`src/rtl/term_pkg.sv`:
```
// Shared constants and state type for the terminal writer.
// The CLEAR state only exists when TERM_SCROLL_CLEAR_EN is defined.
package term_pkg;

  localparam logic [7:0] CHAR_BS       = 8'h08;
  localparam logic [7:0] CHAR_LF       = 8'h0A;
  localparam logic [7:0] CHAR_CR       = 8'h0D;
  localparam logic [7:0] CHAR_SPACE    = 8'h20;
  localparam logic [7:0] CHAR_PRINT_LO = 8'h20;
  localparam logic [7:0] CHAR_PRINT_HI = 8'h7E;

`ifdef TERM_SCROLL_CLEAR_EN
  typedef enum logic [1:0] {
    ST_IDLE  = 2'd0,
    ST_PUT   = 2'd1,
    ST_CLEAR = 2'd2
  } term_state_t;
`else
  typedef enum logic [1:0] {
    ST_IDLE = 2'd0,
    ST_PUT  = 2'd1
  } term_state_t;
`endif

  function automatic logic is_printable(input logic [7:0] c);
    return (c >= CHAR_PRINT_LO) && (c <= CHAR_PRINT_HI);
  endfunction

endpackage

```
`src/rtl/term_wrap_inc.sv`:
```
// Modulo-N incrementer: next = (value + 1) mod N, wrap flags value == N-1.
module term_wrap_inc #(
  parameter int N = 2,
  parameter int W = 1
) (
  input  logic [W-1:0] value,
  output logic [W-1:0] next,
  output logic         wrap
);

  assign wrap = (value == W'(N - 1));
  assign next = wrap ? '0 : value + W'(1);

endmodule

```
`src/rtl/term_writer.sv`:
```
// Terminal writer: cursor, CR/LF/BS handling, line wrap and circular-VRAM scroll.
// Define TERM_SCROLL_CLEAR_EN to blank each recycled row when scrolling.
module term_writer
  import term_pkg::*;
#(
  parameter int COLS  = 100,
  parameter int ROWS  = 30,
  parameter int COL_W = $clog2(COLS),
  parameter int ROW_W = $clog2(ROWS)
) (
  input  logic             clk,
  input  logic             reset_low,
  input  logic             in_valid,
  output logic             in_ready,
  input  logic [7:0]       in_char,
  output logic             write_valid,
  input  logic             write_ready,
  output logic [ROW_W-1:0] write_row,
  output logic [COL_W-1:0] write_col,
  output logic [7:0]       write_char,
  output logic [ROW_W-1:0] top_row,
  output logic [ROW_W-1:0] cursor_row,
  output logic [COL_W-1:0] cursor_col
);

  localparam logic [ROW_W:0] ROWS_EXT = ROWS[ROW_W:0];

  term_state_t      state_reg, state_next;
  logic [COL_W-1:0] col_reg, col_next;
  logic [ROW_W-1:0] line_reg, line_next;
  logic [ROW_W-1:0] top_reg, top_next;
  logic [ROW_W-1:0] wr_row_reg, wr_row_next;
  logic [COL_W-1:0] wr_col_reg, wr_col_next;
  logic [7:0]       wr_char_reg, wr_char_next;
  // Set for printable writes (cursor moves on completion), clear for BS.
  logic             adv_reg, adv_next;
  logic             do_advance;

  logic [COL_W-1:0] col_inc;
  logic             col_wrap;
  logic [ROW_W-1:0] line_inc;
  logic             line_wrap;
  logic [ROW_W-1:0] top_inc;
  logic             top_wrap_unused;
  logic [ROW_W:0]   row_sum;

  term_wrap_inc #(.N(COLS), .W(COL_W)) u_col_inc (
    .value(col_reg), .next(col_inc), .wrap(col_wrap)
  );

  term_wrap_inc #(.N(ROWS), .W(ROW_W)) u_line_inc (
    .value(line_reg), .next(line_inc), .wrap(line_wrap)
  );

  term_wrap_inc #(.N(ROWS), .W(ROW_W)) u_top_inc (
    .value(top_reg), .next(top_inc), .wrap(top_wrap_unused)
  );

`ifdef TERM_SCROLL_CLEAR_EN
  logic [COL_W-1:0] clr_col_inc;
  logic             clr_wrap;

  term_wrap_inc #(.N(COLS), .W(COL_W)) u_clr_inc (
    .value(wr_col_reg), .next(clr_col_inc), .wrap(clr_wrap)
  );
`endif

  // Both operands are below ROWS, so one conditional subtract is a full mod.
  assign row_sum    = {1'b0, top_reg} + {1'b0, line_reg};
  assign cursor_row = (row_sum >= ROWS_EXT) ? ROW_W'(row_sum - ROWS_EXT)
                                            : row_sum[ROW_W-1:0];
  assign cursor_col  = col_reg;
  assign top_row     = top_reg;
  assign in_ready    = (state_reg == ST_IDLE);
  assign write_valid = (state_reg != ST_IDLE);
  assign write_row   = wr_row_reg;
  assign write_col   = wr_col_reg;
  assign write_char  = wr_char_reg;

  always_comb begin
    state_next   = state_reg;
    col_next     = col_reg;
    line_next    = line_reg;
    top_next     = top_reg;
    wr_row_next  = wr_row_reg;
    wr_col_next  = wr_col_reg;
    wr_char_next = wr_char_reg;
    adv_next     = adv_reg;
    do_advance   = 1'b0;

    case (state_reg)
      ST_IDLE: begin
        if (in_valid) begin
          if (is_printable(in_char)) begin
            state_next   = ST_PUT;
            wr_row_next  = cursor_row;
            wr_col_next  = col_reg;
            wr_char_next = in_char;
            adv_next     = 1'b1;
          end else if (in_char == CHAR_CR) begin
            col_next = '0;
          end else if (in_char == CHAR_LF) begin
            do_advance = 1'b1;
          end else if ((in_char == CHAR_BS) && (col_reg != '0)) begin
            state_next   = ST_PUT;
            col_next     = col_reg - COL_W'(1);
            wr_row_next  = cursor_row;
            wr_col_next  = col_reg - COL_W'(1);
            wr_char_next = CHAR_SPACE;
            adv_next     = 1'b0;
          end
        end
      end

      ST_PUT: begin
        if (write_ready) begin
          state_next = ST_IDLE;
          if (adv_reg) begin
            col_next   = col_inc;
            do_advance = col_wrap;
          end
        end
      end

`ifdef TERM_SCROLL_CLEAR_EN
      ST_CLEAR: begin
        if (write_ready) begin
          if (clr_wrap) begin
            state_next = ST_IDLE;
          end else begin
            wr_col_next = clr_col_inc;
          end
        end
      end
`endif

      default: state_next = ST_IDLE;
    endcase

    // Line advance; at the bottom line the screen scrolls instead.
    if (do_advance) begin
      if (!line_wrap) begin
        line_next = line_inc;
      end else begin
        top_next = top_inc;
`ifdef TERM_SCROLL_CLEAR_EN
        // The cursor lands on the row that was on top before the scroll.
        state_next   = ST_CLEAR;
        wr_row_next  = top_reg;
        wr_col_next  = '0;
        wr_char_next = CHAR_SPACE;
`endif
      end
    end
  end

  always_ff @(posedge clk or negedge reset_low) begin
    if (!reset_low) begin
      state_reg   <= ST_IDLE;
      col_reg     <= '0;
      line_reg    <= '0;
      top_reg     <= '0;
      wr_row_reg  <= '0;
      wr_col_reg  <= '0;
      wr_char_reg <= '0;
      adv_reg     <= 1'b0;
    end else begin
      state_reg   <= state_next;
      col_reg     <= col_next;
      line_reg    <= line_next;
      top_reg     <= top_next;
      wr_row_reg  <= wr_row_next;
      wr_col_reg  <= wr_col_next;
      wr_char_reg <= wr_char_next;
      adv_reg     <= adv_next;
    end
  end

endmodule

```
`config.mk`:
```
export PLATFORM = sky130hd
export DESIGN_NAME = term_writer
export DESIGN_NICKNAME = d
export VERILOG_FILES = /design/src/rtl/term_pkg.sv /design/src/rtl/term_wrap_inc.sv /design/src/rtl/term_writer.sv
export SDC_FILE = /design/constraint.sdc
export NUM_CORES = 1
export LEC_CHECK = 0
export ABC_CLOCK_PERIOD_IN_PS = 3600
export CORE_MARGIN = 5
export CORE_UTILIZATION = 50
export CTS_CLUSTER_DIAMETER = 60
export CTS_CLUSTER_SIZE = 24
export DETAILED_ROUTE_END_ITERATION = 6
export PLACE_DENSITY_LB_ADDON = 0.08
export REMOVE_ABC_BUFFERS = 1
export SLEW_MARGIN = 10
export SYNTH_ARGS = -nofsm -noshare
export SYNTH_HDL_FRONTEND = slang
export SYNTH_SLANG_ARGS = --single-unit
```
`constraint.sdc`:
```
create_clock -name clk -period 3.6 [get_ports clk]
set_input_delay 0.54 -clock clk [delete_from_list [all_inputs] [get_ports clk]]
set_output_delay 0.54 -clock clk [all_outputs]
set_load 0.05 [all_outputs]
```
=== Yosys cells after proc, flatten, opt, wreduce, memory -nomap -nowiden ===
Index checks and enable logic that the tools add are counted.

* $add $sub $neg: 6
* Magnitude comparators: 3
* Eq/ne operators: 18
* Muxes and demuxes: 39
* Bitwise logic cells: 1
* Reduce and logical (&&, ||, !) cells: 12

{| class="wikitable"
|+ Operators by type and width
! kind !! count
|-
| 2-to-1 mux 7 bit || 10
|-
| 2-to-1 mux 8 bit || 4
|-
| 2-to-1 mux 5 bit || 6
|-
| == test 8 x 4 -> 1 bit, second input constant || 3
|-
| one-hot mux 7 bit (2 select lines) || 1
|-
| 2-to-1 mux 2 bit || 6
|-
| != test 2 bit, second input constant || 6
|-
| adder 5 x 1 -> 5 bit, second input constant || 2
|-
| == test 5 bit, second input constant || 2
|-
| 2-to-1 mux 1 bit || 10
|-
| AND reduction 5 bit || 2
|-
| != test 3 bit, second input constant || 3
|-
| greater-or-equal comparator 8 x 6 -> 1 bit, second input constant || 1
|-
| less-or-equal comparator 8 x 7 -> 1 bit, second input constant || 1
|-
| adder 7 x 1 -> 7 bit, second input constant || 1
|-
| == test 7 bit, second input constant || 1
|-
| AND reduction 7 bit || 1
|-
| nonzero test 7 bit || 1
|-
| subtractor 7 x 1 -> 7 bit, second input constant || 1
|-
| adder 5 x 5 -> 6 bit || 1
|-
| greater-or-equal comparator 6 x 5 -> 1 bit, second input constant || 1
|-
| != test 3 x 1 -> 1 bit, second input constant || 2
|-
| nonzero test 2 bit || 3
|-
| subtractor 5 bit, second input constant || 1
|-
| 7 further kinds || 9
|}

* Register bits: 40
* Output and inout bits: 39
* Logic and storage cells: 87

=== Longest topological paths before layout ===
* Depth after elaboration: 8
* Depth in mapped cells: 9

=== Hierarchy ===
From an unflattened synthesis, not the netlist that was laid out.

* Cell total of the unflattened synthesis: 266
* Area total of the unflattened synthesis: 2,766.4 um^2

{| class="wikitable"
|+ Modules (own cells, without submodules)
! module !! instances !! cells each !! area each (um^2) !! sequential area each (um^2)
|-
| term_writer || 1 || 214 || 2,372.3 || 975.9
|-
| term_wrap_inc at u_line_inc ... || 2 || 15 || 118.9 || 0.0
|-
| term_wrap_inc at u_col_inc || 1 || 22 || 156.4 || 0.0
|}

=== Worst setup path before layout ===
Ideal clock, no wire load.

* Path type: reg2out
* Start point: register top_reg[0], in the netlist top_row[0]
* End point: output cursor_row[3]
* Arrival time: 3.725 ns
* Slack: -0.665 ns
* Cell stages (with the launch flop): 8
* Cells stage by stage: dfrtp_1 > ha_1 > inv_1 > fa_1 > inv_1 > o2111ai_1 > a21oi_1 > o311ai_0

* Longest elaborated chain between the ends: 3
* Elaborated cells between the ends (all ways): 4

{| class="wikitable"
|+ Ends and longest elaborated chain
! what !! RTL line !! text
|-
| from (decl) || term_writer.sv:31 || <nowiki>logic [ROW_W-1:0] top_reg, top_next;</nowiki>
|-
| from (signal assigned) || term_writer.sv:171 || <nowiki>top_reg <= top_next;</nowiki>
|-
| adder 5 x 5 -> 6 bit * || term_writer.sv:69 || <nowiki>assign row_sum = {1'b0, top_reg} + {1'b0, line_reg};</nowiki>
|-
| subtractor 5 bit or greater-or-equal comparator 6 x 5 -> 1 bit (tied branches) || term_writer.sv:70 || <nowiki>assign cursor_row = (row_sum >= ROWS_EXT) ? ROW_W'(row_sum - ROWS_EXT)</nowiki>
|-
| 2-to-1 mux 5 bit * || term_writer.sv:70 ||
|-
| to (decl) || term_writer.sv:22 || <nowiki>output logic [ROW_W-1:0] cursor_row,</nowiki>
|}

Every way passes the cells marked *; elsewhere a longest branch is shown, timed or not.

=== Worst setup path after layout ===
Ends and elaborated chain as after synthesis.

==> results_dict.tcl <==
set metrics [dict create \
    status "finished clean" \
    nNetsFinal 339 \
    synth-seq-area-share 0.383 \
    die_w_um 81.4 \
    die_h_um 81.4 \
    final-seq-area_um2 976 \
    worstPathArrival_ns 2.84 \
    ys_ff_latch 39 \
    ant_nets 0 \
    fmax_ghz 0.295 \
    internal_power_mw 1.02 \
    grt_max_degree 40 \
    gp_congestion 0.829 \
    grt_first_pass_wirelength_um 10200 \
    synth_area_mm2 0.00255 \
    yosysMostFrequentCell "dfrtp_1" \
    io_pins 51 \
    grt-ovfl-total 0 \
    cp-end-kind "primary output" \
    swShare 0.471 \
    synth-edff-count 0 \
    synth_commonest_cells "dfrtp_1 (39), nand2_1 (31), nor2_1 (17)" \
    met3_usage 0.0510 \
    cellLeakagePower_nw 1.32 \
    ys.warnings.count 0 \
    via_count 2146 \
    p_seq_frac 0.355 \
    hold_viol 0 \
    track_usage 0.198 \
    cts_tree "built" \
    r2r_slack_ns 0.96 \
    cts_htree_levels 2 \
    avgSynthCellArea_um2 9.61 \
    routedWlPerCell_um 15.7 \
    grt_pass1_vias 2124 \
    top_usage_layer "met2" \
    slew_viol_final 0 \
    viasPerCell 5.59 \
    postSynth.asyncResetShare 1.00 \
    whs_ns 0.371 \
    start_kind "register" \
    p_per_area_mw_per_mm2 607 \
    vdd_drop_max_mv 0.402 \
    rsz0062_at_grt "false" \
    synth_area_leaders "dfrtp_1 (38%), ha_1 (6.4%), nand2_1 (4.6%)" \
    start_util 0.505 \
    finalCritPeriodShare 0.940 \
    rows 26 \
    hold_class "input port to async pin" \
    instances_no_fill 384 \
    period_minus_slack_ns 3.38 \
    nFillCells 452 \
    dieArea_mm2 0.00662 \
    ys.flop_type "dfrtp_1" \
    drt_pass1_iterations 4 \
    wirelength_um 6040 \
    clock-root-buffer "clkbuf_8" \
    multi_input_area_mm2 0.00148 \
    crit_fanout 8 \
    place_hpwl_um 4400 \
    worstMarginPinSlew_ns 1.04 \
    grt.met2_usage 0.304 \
    postCtsSetupRepairBufs 0 \
    dp_cells 376 \
    antenna_found_initial 0 \
    reg2reg_depth 10 \
    antenna_cells 0 \
    synth_top_area_share 0.383 \
    syn_to_final_growth_pct 24.8 \
    required_ns 3.06 \
    setup_viol 0 \
    clock_sinks 39 \
    core-area_mm2 0.00504 \
    use_met1 0.274 \
    clkTransAtPathRegs_ns 0.08 \
    max_cap_viol_count 0 \
    p_sw_mw 0.908 \
    drive_above_1_share 0.115 \
    drt_first_iter_violations 96 \
    io_buffers 50 \
    drc 0 \
    syn_inst 265 \
    slew_headroom 0.304 \
    synth_cell_types 60 \
    p_comb_frac 0.495 \
    cts_made_buffers 5 \
    worstSetupPathType "register to primary output" \
    cts_buffer_depth 2 \
    synth_top_area_cell "dfrtp_1" \
    skew_ns 0.00424 \
    clkPwrFrac 0.150 \
    clock_latency_ns 0.29 \
    largest_reg_flops 8 \
]
[critical path: stages, from the launching register on]
cell and delay (ns):
dfrtp_1 0.49, ha_1 0.24, inv_1 0.06, fa_1 0.42, xnor2_1 0.27, ha_1 0.28, o211ai_1 0.11, mux2_2 0.28
o311ai_0 0.10, buf_4 0.19, buf_12 0.13
[power by group through the flow]
stage	logic [mW]	registers, mW	clock network [mW]
2_1_floorplan	0.314	1.01	0
3_3_place_gp	0.949	0.691	0
3_5_place_dp	0.958	0.693	0
4_1_cts	0.961	0.684	0.299
5_1_grt	1.03	0.706	0.317
6_report	0.955	0.685	0.289
[worst paths after layout]
path                                               start                         to
worst min-delay path                           reset_low   write_row[2]$_DFFE_PN0P_
worst max-delay path              top_row[0]$_DFFE_PN0P_              cursor_row[3]
max in group asynchronous                      reset_low  cursor_col[2]$_DFFE_PN0P_
worst min register to register  write_row[0]$_DFFE_PN0P_   write_row[0]$_DFFE_PN0P_
worst max register to register    top_row[0]$_DFFE_PN0P_   write_row[3]$_DFFE_PN0P_
min in group clk                write_row[0]$_DFFE_PN0P_   write_row[0]$_DFFE_PN0P_
[placed cells by master, fill, tap and decap left out, types with 4 or more instances in the layout]
cell type,instances
nand2b_1,4
a31oi_1,5
nand3_1,10
a21o_1,4
nand4_1,4
o31ai_1,4
nand2_1,31
a21oi_1,8
clkbuf_8,5
o21ai_0,13
dfrtp_1,39
mux2_2,6
inv_1,8
nor2_1,17
clkdlybuf4s50_1,45
nor3_1,7
xnor2_1,9
a22o_1,8
ha_1,13
xor2_1,6
[layout make-up]
type / instances / share of cell area
timing repair buffer: 52 / 0.163
tap: 70 / 0.0275
clock buffer: 7 / 0.0240
clock inverter: 1 / 0.00157
multi-input combinational: 206 / 0.466
inverter: 9 / 0.0106
sequential: 39 / 0.307
[through the flow]
stage          total power, mW  instance area, µm²  setup TNS, ns  setup WS, ns   util
6_report                  1.93                3180              0         0.216  0.631
3_5_place_dp              1.65                3100              0         0.274  0.614
3_3_place_gp              1.64                3100              0         0.366  0.614
4_1_cts                   1.94                3180              0      0.000402  0.630
5_1_grt                   2.06                3180              0       0.00460  0.631
2_1_floorplan             1.33                2480          -1.26        -0.665      -
[cells by family after synthesis]
group / Yosys count / share of synthesized area
and+or+nand+nor: 92 / 0.195
muxes: 9 / 0.0383
adders and majority gates: 14 / 0.0717
DFF: 39 / 0.383
AOI/OAI and AO/OA: 76 / 0.222
buffers and inverters: 20 / 0.0378
xor gates and xnor gates: 15 / 0.0516
[per-layer routing]
metal	vias to the layer above	wire, µm
met5	-	0
met4	0	54
met3	6	397
met2	61	2570
met1	1002	3020
li1	1077	-
[timing repair]
action                                  in CTS  in global routing
endpoints found under the hold margin        0                  0
endpoints found under the setup margin       1                  1
gates resized for setup                      1                  1
hold buffers                                 0                  0
pin swaps                                    0                  0
No activity file was read; power rests on OpenSTA's default activity.
==> RTL change: new RTL, same flow settings <==
Change the parameter `ROWS` from 30 to 60.
--- a/src/rtl/term_writer.sv
+++ b/src/rtl/term_writer.sv
@@ -4,7 +4,7 @@
   import term_pkg::*;
 #(
   parameter int COLS  = 100,
-  parameter int ROWS  = 30,
+  parameter int ROWS  = 60,
   parameter int COL_W = $clog2(COLS),
   parameter int ROW_W = $clog2(ROWS)
 ) (
Interface: changed (resized cursor_row, top_row and write_row); port bits go from 51 to 54. The function was not compared with the original's and may differ.
==> RTL change against the unedited design <==
Final area rose by 14%; power rose by 13%; count of clock-buffer cells in the layout did not move; setup slack got worse by 0.10 ns; sequential power rose by 5.0%; routed wire length rose by 21%; sequential cell count rose by 3; non-clock buffer count rose by 9; area after synthesis rose by 11%; critical path depth rose by 1; via count rose by 23%; clock skew rose by 0.0037 ns; sequential share of layout area fell by 1.7 points; critical endpoint is now cursor_row[2]; highest routed layer unchanged.
==> RTL change: results (changes against the unedited design) <==
yosysUniqueCellTypes: 69  # was 60
first_iter_violations: 159  # was 96
tightest_slew_ns: 0.946  # was 1.04 ns
ys_async_sr_fraction_pct: 100  # unchanged
dp_slack_ns: 0.255  # was 0.274 ns
status: "finished, final reports clean"  # unchanged
drt_pass1_iterations: 5  # was 4
n_fill_cell: 459  # was 452
hpwl_um: 5240  # was 4400 µm
grt_use_total_pct: 20.3  # was 19.8%
clk_path_buf_depth: 2  # unchanged
cts_buffers: 5  # unchanged
multi_input_comb_area_um2: 1730  # was 1480 µm²
power_leakage_nw: 1.48  # was 1.32 nW
largest_register_ffs: 8  # unchanged
arrival_ns: 2.95  # was 2.84 ns
synth.avg_cell_area_um2: 8.80  # was 9.61 µm²
grt_max_degree: 43  # was 40
synthTopCellsByArea: "dfrtp_1 (37%), nand2_1 (6.6%), o21ai_0 (6.2%), ha_1 (5.3%), xnor2_1 (2.8%)"  # was dfrtp_1 (38%), ha_1 (6.4%), nand2_1 (4.6%), xnor2_1 (3.1%), a22o_1 (2.8%)
synth-seq-area-share_pct: 37.2  # was 38.3%
cts_setup_buffers: 0  # unchanged
cp_max_fo: 5  # was 8
worstSetupStartpoint: "top_row[1]$_DFFE_PN0P_"  # was top_row[0]$_DFFE_PN0P_
synth_commonest_cells: "nand2_1 (50), dfrtp_1 (42), o21ai_0 (35)"  # was dfrtp_1 (39), nand2_1 (31), nor2_1 (17)
synth_top_cell_area_share_pct: 37.2  # was 38.3%
io_buffers: 53  # was 50
antenna_found_initial: 0  # unchanged
cts-resized-gates: 5  # was 1
synth_ff_type: "dfrtp_1"  # unchanged
grt_pass1_wl_um: 12200  # was 10200 µm
grt_pass1_vias: 2540  # was 2124
max_stage_delay_ns: 0.43  # was 0.49 ns
drive_above_1_share_pct: 13.7  # was 11.5%
slew_violations: 0  # unchanged
post_dp_cell_area_um2: 3440  # was 3100 µm²
via_per_inst: 5.85  # was 5.59
skew_ns: 0.00799  # was 0.00424 ns
ctsRootBufferMaster: "clkbuf_8"  # unchanged
gp_congestion: 0.955  # was 0.829
max-vdd-ir-drop_mv: 0.396  # was 0.402 mV
post_drt_wl_per_cell_um: 16.1  # was 15.7 µm
finalNonFillerCells: 452  # was 384
clk_pin_slew_ns: 0.08  # about the same
dp_cells: 440  # was 376
critical_path.top_delay_family: "compound AO/OA/AOI/OAI gates"  # was adder cells
nets: 405  # was 339
==> RTL change: cell count changes after synthesis, sizes merged, moves of 4 or more <==
cell   change
o31ai      -5
or3        +5
a22o       -8
mux2       -5
nor3       -4
a21oi      +7
o21ai     +24
inv        +8
nand4      +5
nand2     +20
and3       +4
==> RTL change: cell type report <==
class / instances / area share, %
Multi-Input combinational cell: 254 / 47.8
Sequential cell: 42 / 29.0
Clock buffer: 7 / 2.10
Inverter: 16 / 1.66
Timing Repair Buffer: 61 / 16.9
Tap cell: 72 / 2.48
==> RTL change: final timing paths <==
kind	end	slack, ns	depth (start not counted)
min	write_char[6]$_DFFE_PN0P_	0.38	1
min reg2reg	write_col[1]$_DFFE_PN0P_	0.47	2
max reg2reg	write_row[2]$_DFFE_PN0P_	1.03	9
max in group asynchronous	top_row[0]$_DFFE_PN0P_	2.57	1
max	cursor_row[2]	0.11	11
min in group clk	write_col[1]$_DFFE_PN0P_	0.47	2
==> RTL change: kinds of logic (layout without fill, tap and decap cells) <==
family                   Yosys count  after routing  share of synthesized area, %
adder cells (fa/ha/maj)           13             13                          6.02
multiplexers                       3              3                          1.24
buffers and inverters             25             84                          4.07
AND/OR/NAND/NOR                  117            117                          20.5
flip-flops                        42             42                          37.2
XOR/XNOR                          15             15                          4.65
AO/OA/AOI/OAI                    106            106                          26.3
==> RTL change: routing by layer <==
metal / vias to the layer above / track usage [%] / part of all wire [%] / wire, µm
met3: 13 / 3.69 / 5.8 / 423
met2: 94 / 33.5 / 47 / 3410
met5: - / 0 / 0 / 0
li1: 1296 / - / - / -
met1: 1243 / 27.6 / 46 / 3330
met4: 0 / 5.18 / 1.8 / 131
==> RTL change: power by group <==
part,switching [mW],internal (mW)
Sequential,0.133,0.586
Combinational,0.746,0.420
Clock,0.157,0.134
Total,1.04,1.14
